--- config.mk ---
export PLATFORM = sky130hd
export DESIGN_NAME = pattern_gen_multi
export DESIGN_NICKNAME = d
export VERILOG_FILES = /design/src/rtl/video_pkg.sv /design/src/rtl/box_mover.sv /design/src/rtl/pattern_gen_multi.sv
export SDC_FILE = /design/constraint.sdc
export NUM_CORES = 1
export LEC_CHECK = 0
export ABC_AREA = 1
export CAP_MARGIN = 20
export CORE_ASPECT_RATIO = 1.25
export CORE_MARGIN = 3
export CORE_UTILIZATION = 40
export DETAILED_ROUTE_END_ITERATION = 16
export GPL_TIMING_DRIVEN = 0
export HOLD_SLACK_MARGIN = 0.12
export MAX_ROUTING_LAYER = met4
export PLACE_DENSITY = 0.67
export SLEW_MARGIN = 20
export SYNTH_ARGS = -nofsm -noshare
export SYNTH_HDL_FRONTEND = slang
export SYNTH_SLANG_ARGS = --single-unit
--- constraint.sdc ---
create_clock -name pixel_clk -period 3.5 [get_ports pixel_clk]
set_input_delay 0.35 -clock pixel_clk [delete_from_list [all_inputs] [get_ports pixel_clk]]
set_output_delay 0.35 -clock pixel_clk [all_outputs]
set_load 0.005 [all_outputs]
--- src/rtl/video_pkg.sv ---
// Shared video constants: pattern mode encodings, RGB888 colours and the
// colour-bar lookup used by the pattern generator.
package video_pkg;

  typedef enum logic [2:0] {
    MODE_BARS  = 3'd0,
    MODE_RAMP  = 3'd1,
    MODE_CHECK = 3'd2,
    MODE_BOX   = 3'd3,
    MODE_SOLID = 3'd4
  } mode_e;

  localparam logic [23:0] RGB_WHITE   = 24'hFFFFFF;
  localparam logic [23:0] RGB_YELLOW  = 24'hFFFF00;
  localparam logic [23:0] RGB_CYAN    = 24'h00FFFF;
  localparam logic [23:0] RGB_GREEN   = 24'h00FF00;
  localparam logic [23:0] RGB_MAGENTA = 24'hFF00FF;
  localparam logic [23:0] RGB_RED     = 24'hFF0000;
  localparam logic [23:0] RGB_BLUE    = 24'h0000FF;
  localparam logic [23:0] RGB_BLACK   = 24'h000000;

  function automatic logic [23:0] bar_color(input logic [2:0] idx);
    case (idx)
      3'd0:    return RGB_WHITE;
      3'd1:    return RGB_YELLOW;
      3'd2:    return RGB_CYAN;
      3'd3:    return RGB_GREEN;
      3'd4:    return RGB_MAGENTA;
      3'd5:    return RGB_RED;
      3'd6:    return RGB_BLUE;
      default: return RGB_BLACK;
    endcase
  endfunction

  // Ramp level x>>3, saturated at full scale.
  function automatic logic [7:0] gray_level(input logic [10:0] x);
    logic [10:0] s;
    s = x >> 3;
    return (s > 11'd255) ? 8'hFF : s[7:0];
  endfunction

endpackage

--- src/rtl/box_mover.sv ---
// Moving-box position: steps both axes once per frame and bounces off the
// screen edges, clamping to the edge on the frame it is reached.
module box_mover #(
  parameter int H_DISP   = 1280,
  parameter int V_DISP   = 720,
  parameter int BOX_SIZE = 64,
  parameter int BOX_STEP = 2
) (
  input  logic        pixel_clk,
  input  logic        sys_rst,
  input  logic        frame_start,
  output logic [10:0] box_x,
  output logic [10:0] box_y
);

  localparam int X_LIM = H_DISP - BOX_SIZE;
  localparam int Y_LIM = V_DISP - BOX_SIZE;

  logic [10:0] r_box_x;
  logic [10:0] r_box_y;
  logic        r_dir_x;
  logic        r_dir_y;

  // Returns {new_dir, new_pos}; dir=1 means moving towards the far edge.
  function automatic logic [11:0] step_axis(input logic [10:0] pos,
                                            input logic        dir,
                                            input int          lim);
    int nxt;
    nxt = dir ? int'(pos) + BOX_STEP : int'(pos) - BOX_STEP;
    if (dir && nxt >= lim)       step_axis = {1'b0, 11'(lim)};
    else if (!dir && nxt <= 0)   step_axis = {1'b1, 11'd0};
    else                         step_axis = {dir, 11'(nxt)};
  endfunction

  always_ff @(posedge pixel_clk) begin
    if (sys_rst) begin
      r_box_x <= '0;
      r_box_y <= '0;
      r_dir_x <= 1'b1;
      r_dir_y <= 1'b1;
    end else if (frame_start) begin
      {r_dir_x, r_box_x} <= step_axis(r_box_x, r_dir_x, X_LIM);
      {r_dir_y, r_box_y} <= step_axis(r_box_y, r_dir_y, Y_LIM);
    end
  end

  assign box_x = r_box_x;
  assign box_y = r_box_y;

endmodule

--- src/rtl/pattern_gen_multi.sv ---
// Multi-pattern video test generator: colour bars, gray ramp, checker,
// bouncing box and solid colour, two-stage pipeline from position to pixel.
module pattern_gen_multi
  import video_pkg::*;
#(
  parameter logic [10:0] H_DISP     = 11'd1280,
  parameter logic [10:0] V_DISP     = 11'd720,
  parameter int          BAR_NUM    = 8,
  parameter int          BOX_SIZE   = 64,
  parameter int          BOX_STEP   = 2,
  parameter int          CHECK_LOG2 = 5
) (
  input  logic        pixel_clk,
  input  logic        sys_rst,
  input  logic [10:0] pixel_xpos,
  input  logic [10:0] pixel_ypos,
  input  logic [2:0]  mode_sel,
  input  logic [23:0] solid_rgb,
  output logic [23:0] pixel_data,
  output logic [2:0]  mode_act,
  output logic        frame_start
);

  localparam logic [11:0] BAR_W    = 12'(int'(H_DISP) / BAR_NUM);
  localparam logic [2:0]  BAR_LAST = 3'(BAR_NUM - 1);
  localparam logic [11:0] BOX_W    = 12'(BOX_SIZE);

  logic        w_origin;
  logic        w_frame_hit;
  logic        w_in_box;
  logic [10:0] w_box_x;
  logic [10:0] w_box_y;

  logic        r_prev_origin;
  logic        r_frame_start;
  logic [2:0]  r_mode_act;
  logic [2:0]  r_bar_idx;
  logic [11:0] r_bar_next;
  logic        r_in_disp;
  logic        r_in_box;
  logic        r_check;
  logic [7:0]  r_gray;
  logic [23:0] r_solid;
  logic [23:0] r_pixel;

  assign w_origin    = (pixel_xpos == '0) && (pixel_ypos == '0);
  assign w_frame_hit = w_origin && !r_prev_origin;
  assign w_in_box    = ({1'b0, pixel_xpos} >= {1'b0, w_box_x}) &&
                       ({1'b0, pixel_xpos} <  {1'b0, w_box_x} + BOX_W) &&
                       ({1'b0, pixel_ypos} >= {1'b0, w_box_y}) &&
                       ({1'b0, pixel_ypos} <  {1'b0, w_box_y} + BOX_W);

  box_mover #(
    .H_DISP  (int'(H_DISP)),
    .V_DISP  (int'(V_DISP)),
    .BOX_SIZE(BOX_SIZE),
    .BOX_STEP(BOX_STEP)
  ) u_box (
    .pixel_clk  (pixel_clk),
    .sys_rst    (sys_rst),
    .frame_start(r_frame_start),
    .box_x      (w_box_x),
    .box_y      (w_box_y)
  );

  // Stage 1. The mode is latched together with the frame_start pulse so the
  // first pixel of the frame already renders in the new mode.
  // NOTE: every register here uses <=, so all reads see pre-edge values and
  // the stage ordering does not depend on statement order.
  always_ff @(posedge pixel_clk) begin
    if (sys_rst) begin
      r_prev_origin <= 1'b0;
      r_frame_start <= 1'b0;
      r_mode_act    <= MODE_BARS;
      r_bar_idx     <= '0;
      r_bar_next    <= BAR_W;
      r_in_disp     <= 1'b0;
      r_in_box      <= 1'b0;
      r_check       <= 1'b0;
      r_gray        <= '0;
      r_solid       <= '0;
    end else begin
      r_prev_origin <= w_origin;
      r_frame_start <= w_frame_hit;
      if (w_frame_hit) r_mode_act <= mode_sel;
      // Bar index tracks the incrementing column, avoiding a divider.
      if (pixel_xpos == '0) begin
        r_bar_idx  <= '0;
        r_bar_next <= BAR_W;
      end else if (({1'b0, pixel_xpos} == r_bar_next) && (r_bar_idx != BAR_LAST)) begin
        r_bar_idx  <= r_bar_idx + 3'd1;
        r_bar_next <= r_bar_next + BAR_W;
      end
      r_in_disp <= (pixel_xpos < H_DISP) && (pixel_ypos < V_DISP);
      r_in_box  <= w_in_box;
      r_check   <= pixel_xpos[CHECK_LOG2] ^ pixel_ypos[CHECK_LOG2];
      r_gray    <= gray_level(pixel_xpos);
      r_solid   <= solid_rgb;
    end
  end

  // Stage 2: colour selection.
  always_ff @(posedge pixel_clk) begin
    if (sys_rst) begin
      r_pixel <= '0;
    end else if (!r_in_disp) begin
      r_pixel <= RGB_BLACK;
    end else begin
      case (r_mode_act)
        MODE_BARS:  r_pixel <= bar_color(r_bar_idx);
        MODE_RAMP:  r_pixel <= {r_gray, r_gray, r_gray};
        MODE_CHECK: r_pixel <= r_check ? RGB_BLACK : RGB_WHITE;
        MODE_BOX:   r_pixel <= r_in_box ? RGB_WHITE : RGB_BLUE;
        MODE_SOLID: r_pixel <= r_solid;
        default:    r_pixel <= RGB_BLACK;
      endcase
    end
  end

  assign pixel_data  = r_pixel;
  assign mode_act    = r_mode_act;
  assign frame_start = r_frame_start;

endmodule

# [Word level (Yosys, flattened, before mapping)]
# Cells that the tools add are included.
[totals] regBits=103 latch_bits=0 mem_bits_rw=0 romBits=0 in_bits=51 word_cells=83 mem_count=0
[classes] addsub=8 n_mul=0 div_mod_pow=0 order_cmp=11 n_eq_ne=12 shifts=0 n_mux=11 bitwise=2 n_reduce_logical=24
[ops] operator="$pmux 24 s7" count=1
[ops] operator="$pmux 24 s5" count=1
[ops] operator="$le 32x1->1 const B" count=2
[ops] operator="$mux 32" count=2
[ops] operator="$mux 12" count=4
[ops] operator="$mux 24" count=2
[ops] operator="$ge 32x11->1 const B" count=1
[ops] operator="$ge 32x12->1 const B" count=1
[ops] operator="$add 11x2->12 const B" count=2
[ops] operator="$add 11x7->12 const B" count=2
[ops] operator="$lt 11x12->1" count=2
[ops] operator="$sub 11x2->12 const B" count=2
[ops] operator="$ge 11x11->1" count=2
[ops] operator="$logic_not 11->1" count=2
[ops] operator="$add 12x8->12 const B" count=1
[ops] operator="$eq 11x12->1" count=1
[ops] operator="$eq 3x2->1 const B" count=4
[ops] operator="$eq 3x3->1 const B" count=4
[ops] operator="$logic_and 1x1->1" count=11
[ops] operator="$lt 11x10->1 const B" count=1
[ops] operator="$lt 11x11->1 const B" count=1
[ops] operator="$gt 8x8->1 const B" count=1
[ops] operator="$mux 8" count=1
[ops] operator="$eq 3x1->1 const B" count=2
[ops] operator="other kinds (9)" count=15

# [Depth between registers and ports, before layout]
[depth] depth_word=6 mapped_depth=18 mapped_depth_nobuf=18

# [Hierarchy]
# A second synthesis with hierarchy kept.
[hier_totals] hier_cells=942 area_unflattened_um2=6179.7
[by_module_without_submodules] module="pattern_gen_multi" n_inst=1 cells_each=609 area_per_inst_um2=4182.8
[by_module_without_submodules] module="box_mover" n_inst=1 cells_each=333 area_per_inst_um2=1996.9

# [Worst setup path after synthesis]
# OpenSTA, ideal clock, no wires.
[synth_path] path_type="register -> register" from="reg u_box.r_box_y[6], in the netlist u_box.box_y[6]" to="reg r_in_box" setup_ns=0.124 arrival_time_ns=1.795 setup_slack_ns=1.581 path_stages_with_launch=9 n_path_buf=0 synth_period_minus_slack_ns=1.919 cell_sequence="dfxtp_1 ha_1 nand3_1 xor2_1 ha_1 a21boi_0 nand3_1 o41ai_1 nor2_1"
[synth_via] elab_chain_len=3 elab_cells_between_ends=5 classes_between="1 x add/sub; 2 x order compare; 2 x reduce/logical"
[synth_rtl] element="from (decl)" line_no="box_mover.sv:20" rtl="logic [10:0] r_box_y;"
[synth_rtl] element="from (signal assigned)" line_no="box_mover.sv:43" rtl="{r_dir_y, r_box_y} <= step_axis(r_box_y, r_dir_y, Y_LIM);"
[synth_rtl] element="$add 11x7->12 or $ge 11x11->1 (tied branches)" line_no="pattern_gen_multi.sv:51, pattern_gen_multi.sv:50"
[synth_rtl] element="$lt 11x12->1 or $logic_and 1x1->1 (tied branches)" line_no="pattern_gen_multi.sv:51, pattern_gen_multi.sv:49"
[synth_rtl] element="$logic_and 1x1->1 *" line_no="pattern_gen_multi.sv:50" rtl="({1'b0, pixel_ypos} >= {1'b0, w_box_y}) &&"
[synth_rtl] element="to (signal assigned)" line_no="pattern_gen_multi.sv:95" rtl="r_in_box <= w_in_box;"
[synth_rtl] element="to (decl)" line_no="pattern_gen_multi.sv:40" rtl="logic r_in_box;"
# Every way passes the cells marked *; elsewhere a longest branch is shown, timed or not.
# A chain may end at the register's enable or synchronous reset.

# [Worst setup path in the final report]
# Ends and elaborated chain as after synthesis.

==> results.md <==
* Avg WL per Cell at 13.1 um
* Setup slack, reg-to-reg at 1150 ps
* Total grt overflow at 0
* HPWL Detailed at 11,400 um
* Worst Skew at 8.52 ps
* Number of global-route vias before repair at 5,128
* Die W at 112 um
* CTS H-tree lvls at 3
* Arr. time, crit path at 2580 ps
* Max-slew violation count at 0
* Fill cell count at 1,405
* Final min period at 2350 ps
* CTS tree: done
* Die height at 139 um
* CTS hold repair buffers at 0
* Nets at 1,024
* Distinct cells, synth at 40
* Setup TNS Final at 0 ps
* Core area at 0.0139 sq mm
* Detail Route Antenna Nets at 0
* RSZ-0062 raised after global routing: false
* Main combinational cell family by area after synthesis: simple AND/OR/NAND/NOR gates
* DRC Markers at 0
* Power Density at 331 mW/mm^2
* Crit path from: u_box.box_y[6]
* Layout cells sized above 1 at 5.25%
* Multiplexer area fraction after synthesis at 0%
* Kind of critical path: register to register
* Clock Latency Late Sink at 350 ps
* Number of synthesized flops with an enable pin at 0
* Setup Buffers After CTS at 0
* Placed insts at 1,092
* # rows at 48
* Yosys reg bits at 96
* Synth Area in Simple Gates at 31.8%
* Crit. End Element: register
* CTS Buffer Depth at 2
* Largest net degree at the start of global routing at 19
* Setup crit start kind: register
* Cells after synthesis at 840
* Clock Sinks at 96
* Yosys warnings at 0
* Syn_nets at 936
* Hold/Removal Path Class: register to register
* Lkg Pwr at 0.00318 uW
* Reg2Reg Launch Point: u_box.box_y[6]
* Synth Area in XOR/XNOR at 3.84%
* Slew headroom at 52.5%
* Async set or reset register ratio after synthesis at 0%
* Crit path to: r_in_box
* Adder-Cell Fraction of Synth Area at 9.93%
* CP required at 3730 ps
* Initial antenna violation count at 0
* P&R area growth vs syn at 22.6%
* Final WL at 14,500 um
* Top_reg_cell synth: dfxtp_1
* Top Ports at 79
* CTS buffer count at 9
* Initial Utilization at 40.9%
* # port buffers at 77
* Max VDD drop at 0.215 mV
* Root buf cell: clkbuf_16
* Vias at 5,361
* Vias/cell at 4.84
* DRT Pass-1 Iters at 6
* Iter 0 DRT Violations at 308
* Final hold vios at 0
* Finished Layout Cells at 1,108
* Syn Std Cell Area at 0.00567 sq mm
* Maximum clock frequency at 0.426 GHz
* Sequential-to-total area share from yosys stat at 33.9%
* Average cell area after synthesis at 6.75 sq um
* Post-cts sizing count at 0
* Routability Congestion at 0.960
* Post-route clock period utilization at 67.1%
* Synth Area in Compound Gates at 9.53%
* Worst-path maximum fanout at 9
* Tot GR Track Use at 19.3%
* # diodes at 0
* First-pass GRT wire length at 23,900 um
* RR Endpoint: r_in_box
* CTS clk-pin slew, worst paths at 80 ps
* Worst Reg2Reg Path Length in Cells at 8
* Worst slew pin tran at 705 ps
* Status: finished clean
* Die Area at 0.0156 sq mm
* Setup Viol. Count Final at 0
* Max-Cap Viols at 0
-- how the worst min path moves through the flow --
stage / start / to / slack, ps / depth (start not counted)
2_1_floorplan: r_bar_next[11] / r_bar_next[11] / 440 / 2
3_3_place_gp: r_bar_next[11] / r_bar_next[11] / 450 / 2
3_5_place_dp: r_bar_next[11] / r_bar_next[11] / 450 / 2
4_1_cts: r_bar_next[11] / r_bar_next[11] / 460 / 2
5_1_grt: r_bar_next[11] / r_bar_next[11] / 490 / 2
6_report: r_bar_next[11] / r_bar_next[11] / 470 / 2
-- registers in the layout, summed over array words and instances, names as in the netlist --
signal         cells
pixel_data        24
r_solid           24
u_box.box_x       10
u_box.box_y       10
r_gray             8
r_bar_next         7
mode_act           3
r_bar_idx          3
frame_start        1
r_check            1
r_in_box           1
r_in_disp          1
r_prev_origin      1
u_box.r_dir_x      1
u_box.r_dir_y      1
-- cell usage in the layout (no fill, tap or decap), types with 4 or more instances in the layout --
cell type,count
inv_1,132
nand2_2,4
nand3_2,5
inv_2,5
nor3_1,33
dfxtp_1,96
xor2_1,14
o21ai_0,35
clkbuf_16,9
a211oi_1,7
nand2_1,151
xnor2_1,9
a21oi_1,40
clkbuf_1,14
nand4_1,14
nor2_1,151
buf_2,4
ha_1,45
nor4_1,4
nand3_1,49
clkdlybuf4s50_1,77
-- final cells by class --
type	count	area, sq um	share of cell area (%)
clock buffers	9	225	3.24
flip-flops and latches	96	1920	27.7
repair buffers	77	771	11.1
clock inverters	7	65.1	0.936
plain buffers	22	108	1.55
inverters	138	518	7.45
well taps	175	219	3.15
multi-input cells	584	3120	44.9
-- critical path, stage by stage (launching register included) --
cell,delay (ps)
dfxtp_1,520
ha_1,280
nand3_1,150
xor2_1,170
ha_1,270
a21boi_0,250
nand3_1,140
o41ai_1,390
nor2_1,70
-- through the flow --
stage | utilization, % | worst slack, ps | hold WS, ps | instance area, sq um | power [uW]
floorplan | - | 1580 | 435 | 5670 | 1240
CTS | 50.1 | 1190 | 463 | 6950 | 2320
finish | 50.1 | 1150 | 466 | 6950 | 2300
global route | 50.1 | 920 | 492 | 6950 | 2400
detailed placement | 48.0 | 1120 | 453 | 6660 | 1350
global placement | 48.0 | 1160 | 447 | 6660 | 1350
-- logic make-up after synthesis --
kind of cell,Yosys count
adders and majority gates,45
xor gates and xnor gates,24
AOI/OAI and AO/OA,95
and+or+nand+nor,420
DFF,96
buffers and inverters,160
-- where the power goes --
group / switching (uW) / internal, uW
Sequential: 7.07 / 1120
Combinational: 93.8 / 103
Clock: 480 / 499
Total: 581 / 1720
-- cells in the mapped netlist, types with 2 or more instances --
master      n  area share, %
inv_1     132            8.7
nand2_1   151             10
dfxtp_1    96             34
nor2_2      3           0.33
buf_6       2           0.40
inv_2       5           0.33
xor2_1     14            2.2
o21ai_0    35            3.1
ha_1       45            9.9
a221oi_1    2           0.31
xnor2_1     9            1.4
nor2_1    151             10
a21oi_1    40            3.5
nand3_1    49            4.3
nand4_1    14            1.5
nor4_1      4           0.44
nand2_2     4           0.44
a211oi_1    7           0.93
buf_2       4           0.35
clkbuf_1   14           0.93
nand3_2     5           0.88
nor3_1     33            2.9
o211ai_1    2           0.26
o21ai_2     3           0.46
-- per-layer routing --
metal	up-vias	track usage, %	share of wire, %
met5	-	-	0
met4	0	6.77	2.1
met3	23	2.66	3.6
met2	112	34.3	51
met1	2394	21.9	43
li1	2832	-	-
No activity file was read; power rests on OpenSTA's default activity.
